===== src/rtl/i2c_codec_cfg_seq.sv =====
`default_nettype none
// ============================================================================
// Module   : i2c_codec_cfg_seq
// Purpose  : Codec configuration sequencer. Steps through a fixed table of
//            eleven WM8731-style register writes. For each entry it loads
//            the two data bytes, pulses `start` to the I2C write master and
//            waits for `done`. A timeout on `done` stops the sequence with
//            an error.
// Ports    : clk, reset_n       - clock, asynchronous active-low reset
//            go                 - run (or rerun) the table from entry 0
//            busy, done         - status from the I2C write master
//            start              - one-cycle transaction request
//            addr, wr_rd        - constant slave address / write direction
//            data_st, data_nd   - {reg[6:0], val[8]}, val[7:0]
//            idx                - current table entry (0..10)
//            cfg_busy, cfg_done, cfg_err - sequence status (done/err held)
// Options  : CFG_AUTO_START_EN - when defined, the table runs once by itself
//            on the first clock after reset release.
// Revision : 1.0 - initial release
// ============================================================================
module i2c_codec_cfg_seq #(
    parameter logic [6:0] DEV_ADDR       = 7'h1A,
    parameter int         GAP_CYCLES     = 16,    // 1..255
    parameter int         TIMEOUT_CYCLES = 4096   // 2..65535
) (
    input  logic       clk,
    input  logic       reset_n,
    input  logic       go,
    input  logic       busy,
    input  logic       done,
    output logic       start,
    output logic [6:0] addr,
    output logic       wr_rd,
    output logic [7:0] data_st,
    output logic [7:0] data_nd,
    output logic [3:0] idx,
    output logic       cfg_busy,
    output logic       cfg_done,
    output logic       cfg_err
);

    typedef enum logic [2:0] {
        S_IDLE      = 3'd0,
        S_LOAD      = 3'd1,
        S_ISSUE     = 3'd2,
        S_WAIT_DONE = 3'd3,
        S_GAP       = 3'd4,
        S_FINISH    = 3'd5,
        S_ERROR     = 3'd6
    } state_t;

    localparam logic [15:0] c_to_last  = 16'(TIMEOUT_CYCLES - 1);
    localparam logic [7:0]  c_gap_last = 8'(GAP_CYCLES - 1);
    localparam logic [3:0]  c_last_idx = 4'd10;

    state_t      r_state;
    logic [15:0] r_to_cnt;
    logic [7:0]  r_gap_cnt;
    logic [15:0] w_entry;
    logic        w_go;

    // Each entry is packed as {reg[6:0], val[8:0]}; this is bit-for-bit the
    // concatenation {data_st, data_nd}, so loading needs no reshuffling.
    function automatic logic [15:0] table_entry(input logic [3:0] i);
        logic [15:0] e;
        case (i)
            4'd0:    e = {7'd15, 9'h000};
            4'd1:    e = {7'd0,  9'h017};
            4'd2:    e = {7'd1,  9'h017};
            4'd3:    e = {7'd2,  9'h079};
            4'd4:    e = {7'd3,  9'h079};
            4'd5:    e = {7'd4,  9'h012};
            4'd6:    e = {7'd5,  9'h000};
            4'd7:    e = {7'd6,  9'h000};
            4'd8:    e = {7'd7,  9'h042};
            4'd9:    e = {7'd8,  9'h000};
            4'd10:   e = {7'd9,  9'h001};
            default: e = 16'h0000;
        endcase
        return e;
    endfunction

    assign w_entry = table_entry(idx);
    assign addr    = DEV_ADDR;
    assign wr_rd   = 1'b0;

`ifdef CFG_AUTO_START_EN
    // Set by reset, cleared on the first clock: acts as a single `go` seen
    // by IDLE right after reset release.
    logic r_auto;
    always_ff @(posedge clk or negedge reset_n) begin
        if (!reset_n) begin
            r_auto <= 1'b1;
        end else begin
            r_auto <= 1'b0;
        end
    end
    assign w_go = go | r_auto;
`else
    assign w_go = go;
`endif

    always_ff @(posedge clk or negedge reset_n) begin
        if (!reset_n) begin
            r_state   <= S_IDLE;
            r_to_cnt  <= 16'd0;
            r_gap_cnt <= 8'd0;
            start     <= 1'b0;
            data_st   <= 8'd0;
            data_nd   <= 8'd0;
            idx       <= 4'd0;
            cfg_busy  <= 1'b0;
            cfg_done  <= 1'b0;
            cfg_err   <= 1'b0;
        end else begin
            start <= 1'b0;
            case (r_state)
                // Idle and both terminal states share the (re)start path;
                // idx stays frozen in ERROR until the next go.
                S_IDLE, S_FINISH, S_ERROR: begin
                    if (w_go) begin
                        r_state  <= S_LOAD;
                        idx      <= 4'd0;
                        cfg_busy <= 1'b1;
                        cfg_done <= 1'b0;
                        cfg_err  <= 1'b0;
                    end
                end
                // Data is registered one cycle ahead of start so it is
                // already stable when the master latches on start's edge.
                S_LOAD: begin
                    {data_st, data_nd} <= w_entry;
                    r_state            <= S_ISSUE;
                end
                S_ISSUE: begin
                    start    <= 1'b1;
                    r_to_cnt <= 16'd0;
                    r_state  <= S_WAIT_DONE;
                end
                // done is checked before the timeout so a coincident done wins.
                S_WAIT_DONE: begin
                    if (done) begin
                        r_gap_cnt <= 8'd0;
                        r_state   <= S_GAP;
                    end else if (r_to_cnt == c_to_last) begin
                        r_state  <= S_ERROR;
                        cfg_busy <= 1'b0;
                        cfg_err  <= 1'b1;
                    end else begin
                        r_to_cnt <= r_to_cnt + 16'd1;
                    end
                end
                // The last gap cycle repeats while the master reports busy.
                S_GAP: begin
                    if (r_gap_cnt != c_gap_last) begin
                        r_gap_cnt <= r_gap_cnt + 8'd1;
                    end else if (!busy) begin
                        if (idx == c_last_idx) begin
                            r_state  <= S_FINISH;
                            cfg_busy <= 1'b0;
                            cfg_done <= 1'b1;
                        end else begin
                            idx     <= idx + 4'd1;
                            r_state <= S_LOAD;
                        end
                    end
                end
                default: begin
                    r_state <= S_IDLE;
                end
            endcase
        end
    end

endmodule
`default_nettype wire


===== config.mk =====
export PLATFORM = sky130hd
export DESIGN_NAME = i2c_codec_cfg_seq
export DESIGN_NICKNAME = d
export VERILOG_FILES = /design/src/rtl/i2c_codec_cfg_seq.sv
export SDC_FILE = /design/constraint.sdc
export NUM_CORES = 1
export LEC_CHECK = 0
export ABC_AREA = 0
export BUFFER_PORTS_ARGS = -buffer_cell sky130_fd_sc_hd__buf_2
export CORE_ASPECT_RATIO = 1.25
export CORE_MARGIN = 5
export CORE_UTILIZATION = 57
export DETAILED_ROUTE_END_ITERATION = 8
export PLACE_DENSITY = 0.85
export SLEW_MARGIN = 15
export SYNTH_ARGS = -nofsm -noshare
export SYNTH_HDL_FRONTEND = slang
export SYNTH_SLANG_ARGS = --single-unit

===== constraint.sdc =====
create_clock -name clk -period 2.2 [get_ports clk]
set_input_delay 0.66 -clock clk [delete_from_list [all_inputs] [get_ports clk]]
set_output_delay 0.66 -clock clk [all_outputs]
set_load 0.1 [all_outputs]

Yosys cells after proc, flatten, opt, wreduce, memory -nomap -nowiden --
Memories as Yosys holds them, arrays and structs flattened. A register that Yosys moved wholly into a read port is not among the register bits. Cells that the tools add are included.
Cells by class: add/sub/neg operators 3, eq/ne operators 20, multiplexer cells 34, reduce and logical (&&, ||, !) cells 15
Operators with widths (number):
- $mux 16 | 2
- $pmux 16 s2 | 1
- $ne 2x2->1 const B | 10
- $mux 3 | 6
- $add 16x1->16 const B | 1
- $eq 16x12->1 const B | 1
- $mux 4 | 4
- $mux 8 | 2
- $pmux 8 s2 | 1
- $pmux 3 s5 | 1
- $mux 1 | 13
- $reduce_and 5->1 | 2
- $eq 3x3->1 const B | 3
- $add 8x1->8 const B | 1
- $ne 8x4->1 const B | 1
- $pmux 4 s2 | 1
- $reduce_and 4->1 | 2
- $reduce_bool 2->1 | 4
- $reduce_and 7->1 | 1
- $eq 3x2->1 const B | 2
- $reduce_and 3->1 | 2
- $add 4x1->4 const B | 1
- $eq 4x4->1 const B | 1
- $pmux 1 s2 | 2
- other kinds (7) | 7
Word-level totals: bits in registers 51, ROM bits 176, input port bits 5, word-level logic and storage cells 83, memories 1
Memory list:
- (no name shown) | depth 16, bits a word 11, rd ports 1, clocked after memory_dff 1, wr ports 0, RTL line 66 | case (i)

Depth between registers and ports, before layout --
depth after elaboration 5, gate-level depth with buffers 7, gate-level depth less buffers 7

Least setup slack after synthesis --
Ideal clock, no wire load.
path type flip-flop to flip-flop, start point register idx[0], end point register idx[3], arrival 2.137 ns, data required time 2.076 ns, path slack -0.061 ns, cell stages (with the launch flop) 7, period minus slack after synthesis 2.261 ns, cells stage by stage dfrtp_1 > inv_1 > ha_1 > nand4b_1 > or3_2 > o2111ai_4 > a211o_1
On the way: longest elaborated chain between the ends 5, elaborated cells between the ends (all ways) 8, those cells by class add/sub: 1; eq/ne: 2; mux: 4; reduce/logical: 1
RTL lines:
- start: declaration | RTL line 36 | output logic [3:0] idx,
- start signal: assignment | RTL line 163 | idx <= idx + 4'd1;
- $add 4x1->4 | RTL line 163
- $mux 4 | RTL line 158 | if (idx == c_last_idx) begin
- $mux 4 | RTL line 157 | end else if (!busy) begin
- $mux 4 | RTL line 155 | if (r_gap_cnt != c_gap_last) begin
- $pmux 4 s2 | RTL line 117 | case (r_state)
Several ways; a longest one is shown, not always the timed one. The select of a mux whose other input is x is not followed. A chain may end at the register's enable or synchronous reset.

Worst setup path after layout --
start point register r_gap_cnt[4], end point register idx[3]
On the way: longest elaborated chain between the ends 3
RTL lines:
- start: declaration | RTL line 58 | logic [7:0] r_gap_cnt;
- start signal: assignment | RTL line 156 | r_gap_cnt <= r_gap_cnt + 8'd1;
- $ne 8x4->1 | RTL line 155
- $ne 2x2->1 (no line)
- $reduce_and 5->1 (no line)
Every way passes these cells.

==> impl_results.md <==
* Status: finished clean
* Largest net degree at the start of global routing at 29
* Setup WS post-layout at 0.144 ns
* Final GP Congestion at 0.862
* Routed WL per cell at 13.8 µm
* N_diodes at 0
* Clk_skew at 0.00686 ns
* Cell Area, Synth at 0.00266 mm²
* Post-CTS Setup Inserts at 0
* CTS resizes at 0
* DR top layer: met4
* Power per cell area at approximately 1100 mW/mm²
* Netlist cell types at 55
* Site Rows at 27
* Grt total ovfl at 0
* Share of the yosys chip area belonging to registers at ~42%
* Crit Path Category: flip-flop to flip-flop
* Num CTS Buffers at 5
* CP Capture Type: flip-flop
* CP startpoint kind: flip-flop
* Power, Total at 3.02 mW
* RSZ-0062 raised after global routing: false
* Final non-filler cell total at 360
* Max Transition Viols Final at 0
* H-tree levels at 2
* Detail Route Antenna Nets at 0
* Vias in the first global route at 1946
* Metal3 WL at 192 µm
* DR pass1 iterations at 4
* Max Root-Sink Buffers at 2
* Met2 wire length at 2560 µm
* Clock root cell: clkbuf_8
* Slew HR at 58.9%
* Crit path DAT at 2.23 ns
* Required @ worst endpoint at roughly 2.4 ns
* Via-per-instance ratio at 5.57
* DP Wirelength at 3780 µm
* Nets at 312
* Die area at 0.00613 mm²
* EDFF count, synth at 0
* Flop2flop setup slack at between 0.1 and 0.15 ns
* Tcrit/Tclk final at between 90 and 100%
* Initial Util at 59.6%
* Crit Path Max Fanout at 6
* IO Pins at 37
* Asr flop ratio synth at 100%
* DRC Markers at 0
* Filler Cells Inserted at approximately 370
* Via Count at 2005
* Share of layout cells above drive strength 1 at 19.2%
* Hold Fails Final Rpt at 0
* Chip Width at around 70 µm
* Clk slew on worst S/H paths at 0.08 ns
* First-pass GRT wire length at 8670 µm
* Number of I/O port buffers at 23
* All-layer global routing usage at around 17%
* Syn Inst Count at 275
* Most frequent cells in the layout: dfrtp_1 (43), nand2_1 (33), nor2_1 (25)
* #FFs+latches synth at 45
* Final setup TNS at 0 ns
* Total wire length at between 4000 and 5000 µm
* Placeable Area at 0.00446 mm²
* Antenna violations before repair at 0
* Primary FF master, synth: dfrtp_1
* DRT met1 WL at 2120 µm
* Commonest non-fill, non-tap cell in the layout: dfrtp_1
* # placed instances at 352
* Worst hold margin at between 0.3 and 0.4 ns
* Slew @ Worst Pin at roughly 0.62 ns
* Synth warnings at 0
* Syn-to-layout area delta at 6.97%
* Placed Area at 0.00276 mm²
* CTS sink cnt at 45
* F_max at 0.486 GHz
* Worst-Skew Late Latency at around 0.29 ns
* Min-Delay Path Class: input port to asynchronous set/reset pin
* 1st-iter DRT viols at 153
* Peak supply drop at 0.474 mV
* Die Height at 86.3 µm
* TritonCTS clock tree: built
* Post-route core utilization at 63.7%
* Post-CTS Hold Fix Bufs at 0
* Final Instance Area at 0.00284 mm²
* Leakage at 1.34 nW
* Min cycle time layout at a little over 2 ns
* Avg Cell Area, Syn at 9.66 µm²
* Max cap viols at 0
* # setup viols final at 0
* DP Worst Slack at 0.158 ns
## synth_stat cells (2+ instances only)
master / number / area share, %
a21oi_1: 6 / 1.1
nor3_1: 5 / 0.94
a31oi_1: 3 / 0.71
xnor2_1: 12 / 4.0
nand3_1: 14 / 2.6
nor4_1: 6 / 1.4
nor3b_1: 4 / 1.1
ha_1: 6 / 2.8
dfrtp_1: 45 / 42
nand3b_1: 2 / 0.57
nand2_1: 33 / 4.7
buf_4: 14 / 4.0
clkbuf_1: 6 / 0.85
buf_6: 2 / 0.85
nor2b_1: 4 / 0.94
mux2i_1: 11 / 4.1
and3_1: 7 / 1.6
o211ai_1: 4 / 1.1
or2_2: 2 / 0.47
clkbuf_8: 5 / 2.6
inv_1: 6 / 0.85
o31ai_1: 3 / 0.85
xor2_1: 2 / 0.66
o21a_1: 3 / 0.85
o21ai_0: 9 / 1.7
nand2b_1: 5 / 1.2
conb_1: 2 / 0.28
nor2_1: 25 / 3.5
nand4_1: 3 / 0.71
## worst max-delay path, cell delays in order, from the launching register on
cell	delay, ns
dfrtp_1	0.41
or4_4	0.57
nor3_4	0.27
o22a_4	0.22
o2111ai_4	0.14
a211o_1	0.31
## final cells by class
cell class                 instances  area [µm²]  area share (%)
multi-input combinational        206        1320            46.5
sequential                        45        1130            39.7
timing repair buffer              36         213            7.49
clock buffer                       8        80.1            2.82
tap                               58        72.6            2.55
inverter                           7        26.3           0.925
## registers in the layout, indices dropped and copies added, names as in the netlist
signal,cells
r_to_cnt,16
cfg_busy,1
data_nd,6
idx,4
cfg_err,1
r_state,3
data_st,4
start,1
cfg_done,1
r_gap_cnt,8
## metal layers
layer / track usage (%) / vias to the layer above
met3: 2.55 / 9
li1: - / 984
met1: 21.8 / 967
met4: 7.01 / 0
met2: 29.8 / 45
met5: 0 / -
## final timing paths
path	end	depth (start not counted)	from
setup / recovery	idx[3]	5	r_gap_cnt[4]
hold / removal	data_st[4]	1	reset_n
setup reg to reg	idx[3]	5	r_gap_cnt[4]
hold reg to reg	data_st[3]	2	data_st[3]
max in group asynchronous	r_to_cnt[6]	2	reset_n
min in group clk	data_st[3]	2	data_st[3]
## cell families after synthesis
family,count (synthesis),share of synthesized area (%)
other,2,0.283
AO/OA/AOI/OAI,37,10.3
flip-flops,45,42.4
buffers and inverters,35,9.42
XOR/XNOR,14,4.62
multiplexers,12,4.57
adder cells (fa/ha/maj),6,2.83
AND/OR/NAND/NOR,124,25.6
## power by group
group / internal, mW / switching, mW / total, mW / leakage (nW)
clock: 0.226 / 0.254 / 0.480 / 0.0395
combinational: 0.386 / 1.07 / 1.45 / 0.708
sequential: 0.967 / 0.124 / 1.09 / 0.596
total: 1.58 / 1.44 / 3.02 / 1.34
(Power assumes the default switching activity.)
